[config.mk]
export PLATFORM = sky130hd
export DESIGN_NAME = sdr_upload_reader_flat
export DESIGN_NICKNAME = d
export VERILOG_FILES = /design/src/rtl/sdr_upload_reader_if.sv /design/src/rtl/sdr_upload_reader.sv /design/src/flat_wrapper.sv
export SDC_FILE = /design/constraint.sdc
export NUM_CORES = 1
export LEC_CHECK = 0
export BUFFER_PORTS_ARGS = -buffer_cell sky130_fd_sc_hd__clkbuf_2
export CELL_PAD_IN_SITES_DETAIL_PLACEMENT = 0
export CELL_PAD_IN_SITES_GLOBAL_PLACEMENT = 1
export CORE_UTILIZATION = 48
export CTS_BUF_LIST = sky130_fd_sc_hd__clkbuf_8
export DETAILED_ROUTE_END_ITERATION = 7
export PLACE_DENSITY_LB_ADDON = 0.08
export SYNTH_ARGS = -nofsm -noshare
export SYNTH_HDL_FRONTEND = slang
export SYNTH_SLANG_ARGS = --single-unit
[constraint.sdc]
create_clock -name clk_sys -period 8.7 [get_ports clk_sys]
set_input_delay 1.305 -clock clk_sys [delete_from_list [all_inputs] [get_ports clk_sys]]
set_output_delay 1.305 -clock clk_sys [all_outputs]
set_load 0.05 [all_outputs]
[src/rtl/sdr_upload_reader_if.sv]
// Bundles the start/parameter inputs, the toggle req/ack SDRAM read port and
// the ioctl-style byte output of the upload reader.
interface sdr_upload_reader_if #(
  parameter int ADDR_W = 25
);
  logic              start;
  logic [ADDR_W-1:0] base_addr;
  logic [ADDR_W-1:0] byte_count;
  logic              busy;
  logic              done;
  logic [ADDR_W-1:0] sdr_addr;
  logic              sdr_req;
  logic              sdr_ack;
  logic [15:0]       sdr_data;
  logic [ADDR_W-1:0] out_addr;
  logic [7:0]        out_data;
  logic              out_wr;
  logic              out_wait;

  // The reader itself: issues SDRAM requests and drives the byte stream.
  modport master (
    input  start, base_addr, byte_count, sdr_ack, sdr_data, out_wait,
    output busy, done, sdr_addr, sdr_req, out_addr, out_data, out_wr
  );

  // The surroundings: controller, SDRAM port and byte sink.
  modport slave (
    output start, base_addr, byte_count, sdr_ack, sdr_data, out_wait,
    input  busy, done, sdr_addr, sdr_req, out_addr, out_data, out_wr
  );
endinterface

[src/rtl/sdr_upload_reader.sv]
// Reads a byte range back out of SDRAM over a toggle req/ack port and emits
// it as an ioctl-style byte stream, two bytes per 16-bit word, with an
// optional one-word prefetch to hide SDRAM latency behind byte emission.
module sdr_upload_reader #(
  parameter int ADDR_W   = 25,
  parameter bit PREFETCH = 1'b1
) (
  input logic                 clk_sys,
  input logic                 reset_n,
  sdr_upload_reader_if.master bus
);
  typedef enum logic [2:0] {IDLE, FETCH, EMIT_LO, EMIT_HI, FIN} state_t;

  localparam logic [ADDR_W-1:0] ALIGN_MASK = {{(ADDR_W-1){1'b1}}, 1'b0};

  state_t            state_q, state_d;
  logic [ADDR_W-1:0] rd_ptr_q, rd_ptr_d;
  logic [ADDR_W-1:0] remain_q, remain_d;
  logic [ADDR_W-1:0] off_q, off_d;
  logic [ADDR_W-1:0] sdr_addr_q, sdr_addr_d;
  logic              sdr_req_q, sdr_req_d;
  logic              pend_q, pend_d;       // a request is in flight
  logic [15:0]       word_q, word_d;       // word currently being emitted
  logic [15:0]       pf_q, pf_d;           // prefetched next word
  logic              pf_valid_q, pf_valid_d;

  logic              rx;
  logic              emit;
  logic              accept;
  logic              want_pf;
  logic              issue;
  logic [ADDR_W-1:0] held;

  // State register; async reset abandons any in-flight read (controller resets too).
  always_ff @(posedge clk_sys or negedge reset_n) begin
    if (!reset_n) begin
      state_q    <= IDLE;
      rd_ptr_q   <= '0;
      remain_q   <= '0;
      off_q      <= '0;
      sdr_addr_q <= '0;
      sdr_req_q  <= 1'b0;
      pend_q     <= 1'b0;
      word_q     <= '0;
      pf_q       <= '0;
      pf_valid_q <= 1'b0;
    end else begin
      state_q    <= state_d;
      rd_ptr_q   <= rd_ptr_d;
      remain_q   <= remain_d;
      off_q      <= off_d;
      sdr_addr_q <= sdr_addr_d;
      sdr_req_q  <= sdr_req_d;
      pend_q     <= pend_d;
      word_q     <= word_d;
      pf_q       <= pf_d;
      pf_valid_q <= pf_valid_d;
    end
  end

  // Next-state logic: request issue, word capture/prefetch and byte emission.
  always_comb begin
    state_d    = state_q;
    rd_ptr_d   = rd_ptr_q;
    remain_d   = remain_q;
    off_d      = off_q;
    sdr_addr_d = sdr_addr_q;
    sdr_req_d  = sdr_req_q;
    pend_d     = pend_q;
    word_d     = word_q;
    pf_d       = pf_q;
    pf_valid_d = pf_valid_q;
    issue      = 1'b0;

    rx     = pend_q && (sdr_req_q == bus.sdr_ack);
    emit   = (state_q == EMIT_LO) || (state_q == EMIT_HI);
    accept = emit && !bus.out_wait;
    // Bytes of the current word not yet emitted; the prefetch slot is empty
    // whenever this is consulted.
    held    = (state_q == EMIT_LO) ? ADDR_W'(2) : ADDR_W'(1);
    want_pf = PREFETCH && emit && !pend_q && !pf_valid_q && (remain_q > held);

    case (state_q)
      IDLE: begin
        if (bus.start) begin
          rd_ptr_d   = bus.base_addr & ALIGN_MASK;
          remain_d   = bus.byte_count;
          off_d      = '0;
          pf_valid_d = 1'b0;
          if (bus.byte_count == '0) begin
            state_d = FIN;
          end else begin
            issue   = 1'b1;
            state_d = FETCH;
          end
        end
      end
      FETCH: begin
        if (rx) begin
          word_d  = bus.sdr_data;
          pend_d  = 1'b0;
          state_d = EMIT_LO;
        end
      end
      EMIT_LO, EMIT_HI: begin
        // Data landing while emitting goes to the prefetch slot by default.
        if (rx) begin
          pf_d       = bus.sdr_data;
          pf_valid_d = 1'b1;
          pend_d     = 1'b0;
        end
        issue = want_pf;
        if (accept) begin
          remain_d = remain_q - ADDR_W'(1);
          off_d    = off_q + ADDR_W'(1);
          if (remain_q == ADDR_W'(1)) begin
            // Last byte (an odd count drops the high byte); any spare word is discarded.
            pf_valid_d = 1'b0;
            state_d    = FIN;
          end else if (state_q == EMIT_LO) begin
            state_d = EMIT_HI;
          end else if (pf_valid_q) begin
            word_d     = pf_q;
            pf_valid_d = 1'b0;
            state_d    = EMIT_LO;
          end else if (rx) begin
            word_d     = bus.sdr_data;
            pf_valid_d = 1'b0;
            state_d    = EMIT_LO;
          end else begin
            issue   = issue || !pend_q;
            state_d = FETCH;
          end
        end
      end
      FIN: begin
        // Drain an unused read before signalling completion.
        if (rx) begin
          pend_d = 1'b0;
        end
        if (!pend_q) begin
          state_d = IDLE;
        end
      end
      default: state_d = IDLE;
    endcase

    if (issue) begin
      sdr_addr_d = rd_ptr_d;
      rd_ptr_d   = rd_ptr_d + ADDR_W'(2);
      sdr_req_d  = ~sdr_req_q;
      pend_d     = 1'b1;
    end
  end

  assign bus.busy     = (state_q != IDLE);
  assign bus.done     = (state_q == FIN) && !pend_q;
  assign bus.out_wr   = accept;
  assign bus.out_data = (state_q == EMIT_HI) ? word_q[15:8] : word_q[7:0];
  assign bus.out_addr = off_q;
  assign bus.sdr_addr = sdr_addr_q;
  assign bus.sdr_req  = sdr_req_q;
endmodule

[src/flat_wrapper.sv]
// flat-port wrapper written by rule: the top's interface ports become plain ports
module sdr_upload_reader_flat 
#(
  parameter int ADDR_W   = 25,
  parameter bit PREFETCH = 1'b1
)
  (clk_sys, reset_n, bus_start, bus_base_addr, bus_byte_count, bus_sdr_ack, bus_sdr_data, bus_out_wait, bus_busy, bus_done, bus_sdr_addr, bus_sdr_req, bus_out_addr, bus_out_data, bus_out_wr);
  sdr_upload_reader_if #(.ADDR_W(ADDR_W)) bus_i ();
  input logic clk_sys;
  input logic reset_n;
  input wire logic [$bits(bus_i.start)-1:0] bus_start;
  input wire logic [$bits(bus_i.base_addr)-1:0] bus_base_addr;
  input wire logic [$bits(bus_i.byte_count)-1:0] bus_byte_count;
  input wire logic [$bits(bus_i.sdr_ack)-1:0] bus_sdr_ack;
  input wire logic [$bits(bus_i.sdr_data)-1:0] bus_sdr_data;
  input wire logic [$bits(bus_i.out_wait)-1:0] bus_out_wait;
  output wire logic [$bits(bus_i.busy)-1:0] bus_busy;
  output wire logic [$bits(bus_i.done)-1:0] bus_done;
  output wire logic [$bits(bus_i.sdr_addr)-1:0] bus_sdr_addr;
  output wire logic [$bits(bus_i.sdr_req)-1:0] bus_sdr_req;
  output wire logic [$bits(bus_i.out_addr)-1:0] bus_out_addr;
  output wire logic [$bits(bus_i.out_data)-1:0] bus_out_data;
  output wire logic [$bits(bus_i.out_wr)-1:0] bus_out_wr;
  assign bus_i.start = bus_start;
  assign bus_i.base_addr = bus_base_addr;
  assign bus_i.byte_count = bus_byte_count;
  assign bus_i.sdr_ack = bus_sdr_ack;
  assign bus_i.sdr_data = bus_sdr_data;
  assign bus_i.out_wait = bus_out_wait;
  assign bus_busy = bus_i.busy;
  assign bus_done = bus_i.done;
  assign bus_sdr_addr = bus_i.sdr_addr;
  assign bus_sdr_req = bus_i.sdr_req;
  assign bus_out_addr = bus_i.out_addr;
  assign bus_out_data = bus_i.out_data;
  assign bus_out_wr = bus_i.out_wr;
  sdr_upload_reader #(.ADDR_W(ADDR_W), .PREFETCH(PREFETCH)) u_core (.clk_sys(clk_sys), .reset_n(reset_n), .bus(bus_i));
endmodule
=== Word level (Yosys, flattened, before mapping) ===
Index checks and enable logic that the tools add are counted.
Widths: inputs -> output; s select.

* Flip-flop bits (word level): 138
* Latch bits: 0
* Memory bits (writable): 0
* ROM bits: 0
* Bits of input ports: 71
* Output and inout port bits: 62
* Logic and storage cells: 99
* Memories: 0

* Add/subtract/negate cells: 3
* Multiply operators: 0
* Div/mod/pow operators: 0
* $lt $le $gt $ge: 1
* Equal/unequal tests: 12
* Shifts and indexed selects: 0
* Multiplexer cells: 46
* Bitwise logic cells: 1
* Reduce and logical (&&, ||, !) cells: 26

{| class="wikitable"
|+ Operators with widths
! cell !! count
|-
| $mux 25 || 7
|-
| $pmux 25 s2 || 2
|-
| $mux 16 || 5
|-
| $pmux 16 s2 || 1
|-
| $add 25x1->25 const B || 1
|-
| $add 25x2->25 const B || 1
|-
| $eq 25x1->1 const B || 1
|-
| $gt 25x25->1 || 1
|-
| $logic_not 25->1 || 1
|-
| $sub 25x1->25 const B || 1
|-
| $mux 3 || 8
|-
| $mux 1 || 17
|-
| $pmux 3 s4 || 1
|-
| $ne 2x2->1 const B || 5
|-
| $mux 8 || 1
|-
| $reduce_and 4->1 || 2
|-
| $reduce_bool 2->1 || 4
|-
| $eq 3x2->1 const B || 2
|-
| $logic_and 1x1->1 || 6
|-
| $reduce_and 2->1 || 3
|-
| $mux 2 || 2
|-
| $pmux 1 s2 || 2
|-
| $reduce_or 4->1 || 1
|-
| $eq 3x1->1 const B || 1
|-
| other kinds (10) || 13
|}

=== Depth between registers and ports, before layout ===
* Depth after elaboration: 14
* Depth in mapped cells: 14
* Gate-level depth less buffers: 10

=== Worst setup path before layout ===
OpenSTA, ideal clock, no wires.

* Path type: input port to flip-flop
* Start: in bus_start
* End: reg u_core.rd_ptr_q[13]
* Setup time: 0.141 ns
* Arrival time: 3.623 ns
* Required time: 8.559 ns
* Path slack: 4.936 ns
* Cell stages on the path: 11
* Path buffers: 3
* Cells stage by stage: nor4b_4 -> buf_2 -> buf_1 -> mux2i_1 -> inv_1 -> ha_1 -> buf_4 -> nand2_2 -> a2111oi_1 -> xnor2_1 -> mux2i_1

* Longest elaborated chain between the ends: 4
* Elaborated cells on any way between the ends: 6
* Classes of those cells: add/sub: 1; mux: 5

{| class="wikitable"
|+ RTL lines
! what !! line !! source
|-
| from (decl) || flat_wrapper.sv:11 || <nowiki>input wire logic [$bits(bus_i.start)-1:0] bus_start;</nowiki>
|-
| $mux 25 || sdr_upload_reader.sv:85 || <nowiki>if (bus.start) begin</nowiki>
|-
| $mux 25 || sdr_upload_reader.sv:83 || <nowiki>case (state_q)</nowiki>
|-
| $add 25x2->25 || sdr_upload_reader.sv:150 || <nowiki>rd_ptr_d = rd_ptr_d + ADDR_W'(2);</nowiki>
|-
| $mux 25 * || sdr_upload_reader.sv:148 || <nowiki>if (issue) begin</nowiki>
|-
| net u_core.rd_ptr_d[13] || sdr_upload_reader.sv:17 || <nowiki>logic [ADDR_W-1:0] rd_ptr_q, rd_ptr_d;</nowiki>
|-
| to (signal assigned) || sdr_upload_reader.sv:49 || <nowiki>rd_ptr_q <= rd_ptr_d;</nowiki>
|-
| to (decl) || sdr_upload_reader.sv:17 ||
|}

Mark *: on every way through the listed nets, which the timed path passes. The rest lies on a longest branch.
A chain may end at the register's enable or synchronous reset.

=== Worst setup path after layout ===
* Start: reg u_core.state_q[1]
* End: out bus_out_data[1]

* Longest elaborated chain between the ends: 2

{| class="wikitable"
|+ RTL lines
! what !! line !! source
|-
| from (decl) || sdr_upload_reader.sv:16 || <nowiki>state_t state_q, state_d;</nowiki>
|-
| from (signal assigned) || sdr_upload_reader.sv:48 || <nowiki>state_q <= state_d;</nowiki>
|-
| $eq 3x2->1 || sdr_upload_reader.sv:159 || <nowiki>assign bus.out_data = (state_q == EMIT_HI) ? word_q[15:8] : word_q[7:0];</nowiki>
|-
| $mux 8 || sdr_upload_reader.sv:159 ||
|-
| to (decl) || flat_wrapper.sv:22 || <nowiki>output wire logic [$bits(bus_i.out_data)-1:0] bus_out_data;</nowiki>
|}

No other way between the ends.

==> results.ini <==
[run_status]
result_of_the_run=completed

[clock_network]
cts.repair.resized=0
cts.root.buffer_cell=sky130_fd_sc_hd__clkbuf_8
cts.sinks=138
cts_inserted_buffers=17
postCtsSetupRepairBufs=0
clock_latency_ns=0.44
tritoncts=done
clock_path_buffers=2
cts.htree.levels=4
clk_pin_slew_worst_paths_ns=0.08
total_of_hold_buffers_inserted_after_clock_tree_synthesis=0

[detailed_routing]
wl_per_cell_um=16.0
post-route-drc-count=0
drt-pass1-iter-count=5
final_antenna_net_count=0
drt_iter0_drc=349
vias=6240
vias_per_cell=5.71
drt-total-wl_um=17400

[setup_path]
cp_data_arrival_time_ns=2.46
worst-r2r-cell-count=9
critPathKind=reg -> out
critical_path_peak_fanout=42
max_stage_delay_ns=0.64
timing.critical_path.buf_inv=2
r2r_start=u_core.state_q[1]
worst_reg_to_reg_setup_slack_ns=5.10
path_cells=nor2b_2 -> buf_4 -> nand2_4 -> mux2_2 -> clkbuf_2
cpLargestDelayFamily=flip-flops
cp_slowest_cell=sky130_fd_sc_hd__dfrtp_1
worst-endpoint-required_ns=7.39
regToRegEndpoint=u_core.bus.sdr_addr[10]
timing.critical_path.from_type=flop
crit_path_end_kind=output pin

[sta]
finalCriticalPeriod_ns=3.76
finalSetupViolCount=0
timing.setup.tns_ns=0
final_setup_skew_ns=0.00915
maxSlewHeadroom_pct=17.5
fmax_mhz=266
hold_violations=0
postLayoutSetupSlackWorst_ns=4.94
min_period_over_period_pct=43.3
rsz_0062_raised_after_global_routing=false
tightest_slew_ns=1.24
maxSlewViolCount=0

[synthesis]
netlist_top_cells_area=sky130_fd_sc_hd__dfrtp_1 46%, sky130_fd_sc_hd__a21oi_1 5.4%, sky130_fd_sc_hd__nor2_1 5.3%, sky130_fd_sc_hd__mux2i_1 4.8%, sky130_fd_sc_hd__mux2_2 4.1%
total_standard_cell_area_after_synthesis_um2=7470
synth.top_cells.by_count=138 x sky130_fd_sc_hd__dfrtp_1, 105 x sky130_fd_sc_hd__nor2_1, 80 x sky130_fd_sc_hd__a21oi_1, 58 x sky130_fd_sc_hd__nand2_1, 36 x sky130_fd_sc_hd__mux2i_1
yosysUniqueCellTypes=71
synthesized_net_count=855
synth_top_area_cell=sky130_fd_sc_hd__dfrtp_1
ys.warnings.count=0
post_synth.cell_area_avg_um2=9.61
synthesis.instances=778
synth_most_common_cell=sky130_fd_sc_hd__dfrtp_1
synth_async_reset_ratio_pct=100
yosysTopAreaCellShare_pct=46.2
synth.yosys.seq_area_share_pct=46.2
synthFlopType=sky130_fd_sc_hd__dfrtp_1
synth-edff-count=0
yosys_reg_bits=138

[pwr]
vdd.ir_drop.worst_mv=0.284
finalPower_mw=3.20
leakage_nw=3.81
power_density_nw_per_um2=371

[global_route]
grt_util_met1_pct=32.6
grt_remaining_overflow=0
global_routing_met2_resource_utilization_pct=34.0
most_heavily_used_metal_layer_in_global_routing=met2
antenna_found_initial=0
grt_pass1_vias=5809
grt_first_pass_wirelength_um=29000
use_met3_pct=4.93
grt_max_degree=82
track_usage_pct=22.8

[final_layout]
final.fill_count=1387
seqCellArea_um2=3450
postLayoutCellArea_um2=8610
multiInputGateArea_um2=3760
antenna_diode_count=0
finalNetCount=971
areaGrowthSynthToFinish_pct=15.3
layout-drive-gt1-share_pct=24.2

[run]
drv.max_cap_violation_count=0

[placement]
post_dp_cell_area_um2=8230
gpl.final_weighted_congestion=0.775
place.port_buffers=131
preCtsSetupSlack_ns=4.76
post_detailed_placement_half_perimeter_wirelength_um=11900

[min_path]
worstHoldPathCells=1
min_path_type=reg -> reg
min-delay-start=u_core.rd_ptr_q[0]
hold-path-endpoint=u_core.rd_ptr_q[0]

[floorplan]
die_footprint_um2=16100
io_pins=133
initial_core_util_pct=49.2
height_of_the_die_um=127
std_cell_rows=45
die_width_um=127
design.core.area_um2=15200

==> placed cells by master, fill, tap and decap left out, types with 6 or more instances in the layout <==
| master | Yosys | layout |
|---|---|---|
| sky130_fd_sc_hd__dfrtp_1 | 138 | 138 |
| sky130_fd_sc_hd__clkbuf_2 | 0 | 130 |
| sky130_fd_sc_hd__nor2_1 | 105 | 105 |
| sky130_fd_sc_hd__a21oi_1 | 80 | 79 |
| sky130_fd_sc_hd__nand2_1 | 58 | 58 |
| sky130_fd_sc_hd__mux2i_1 | 36 | 36 |
| sky130_fd_sc_hd__nand3_1 | 34 | 34 |
| sky130_fd_sc_hd__o21ai_0 | 32 | 32 |
| sky130_fd_sc_hd__mux2_2 | 27 | 27 |
| sky130_fd_sc_hd__xnor2_1 | 25 | 25 |
| sky130_fd_sc_hd__xor2_1 | 24 | 24 |
| sky130_fd_sc_hd__clkbuf_8 | 0 | 19 |
| sky130_fd_sc_hd__inv_1 | 16 | 16 |
| sky130_fd_sc_hd__nor3_1 | 15 | 15 |
| sky130_fd_sc_hd__nand4_1 | 14 | 14 |
| sky130_fd_sc_hd__a31oi_1 | 11 | 11 |
| sky130_fd_sc_hd__or3_1 | 9 | 9 |
| sky130_fd_sc_hd__nor4_1 | 9 | 9 |
| sky130_fd_sc_hd__and3_1 | 8 | 8 |
| sky130_fd_sc_hd__buf_4 | 2 | 7 |
| sky130_fd_sc_hd__o22ai_1 | 6 | 6 |
| sky130_fd_sc_hd__ha_1 | 6 | 6 |
==> layout make-up <==
type,count,share of cell area [%]
Multi-Input combinational cell,583,43.7
Sequential cell,138,40.1
Timing Repair Buffer,138,8.29
Clock buffer,19,3.04
Tap cell,188,2.73
Clock inverter,11,1.44
Inverter,16,0.697
==> routing by layer <==
| metal | up-vias | wire (µm) |
|---|---|---|
| li1 | 3031 | - |
| met1 | 3030 | 8760 |
| met2 | 158 | 7560 |
| met3 | 21 | 861 |
| met4 | 0 | 248 |
| met5 | - | 0 |
==> per-stage QoR <==
stage	utilization, %	hold WS [ns]	cells
finish	56.7	0.495	1093
floorplan	-	0.444	778
CTS	56.7	0.500	1093
global placement	54.1	0.475	1063
detailed placement	54.1	0.482	1063
global route	56.7	0.521	1093
==> registers in the layout, indices dropped and copies added (netlist names) <==
signal,cells
u_core.bus.out_addr,25
u_core.pf_valid_q,1
u_core.bus.sdr_addr,25
u_core.remain_q,25
u_core.pend_q,1
u_core.state_q,3
u_core.bus.sdr_req,1
u_core.pf_q,16
u_core.rd_ptr_q,25
u_core.word_q,16
==> how the worst max path moves through the flow <==
| stage | startpoint | to | slack [ns] | cells after the start |
|---|---|---|---|---|
| 2_1_floorplan | bus_start | u_core.rd_ptr_q[13] | 4.94 | 11 |
| 3_3_place_gp | bus_start | u_core.rd_ptr_q[22] | 4.82 | 8 |
| 3_5_place_dp | bus_byte_count[0] | u_core.bus.sdr_addr[10] | 4.76 | 7 |
| 4_1_cts | u_core.state_q[1] | bus_out_data[1] | 4.93 | 5 |
| 5_1_grt | u_core.state_q[1] | bus_out_data[1] | 4.83 | 5 |
| 6_report | u_core.state_q[1] | bus_out_data[1] | 4.94 | 5 |
==> cells by family after synthesis <==
family / count (synthesis) / synth area share [%]
simple gates: 288 / 19.2
compound gates: 175 / 14.9
flops: 138 / 46.2
mux: 65 / 9.49
buf+inv: 57 / 3.50
xor+xnor: 49 / 5.74
fa+ha+maj: 6 / 1.00
==> report_power, final <==
group          internal [mW]  switching, mW
logic                  0.523           1.03
clock network          0.266          0.249
registers              0.915          0.219
total                   1.70           1.49
==> worst register-to-register path: cells and delay by family (launching register included) <==
| kind | cells | cell delay [ns] |
|---|---|---|
| and+or+nand+nor | 3 | 0.83 |
| buffers and inverters | 1 | 0.40 |
| AOI/OAI and AO/OA | 3 | 0.88 |
| adders and majority gates | 1 | 0.32 |
| muxes | 1 | 0.42 |
| DFF | 1 | 0.64 |
Note: power is estimated with default switching activity, not from simulation.
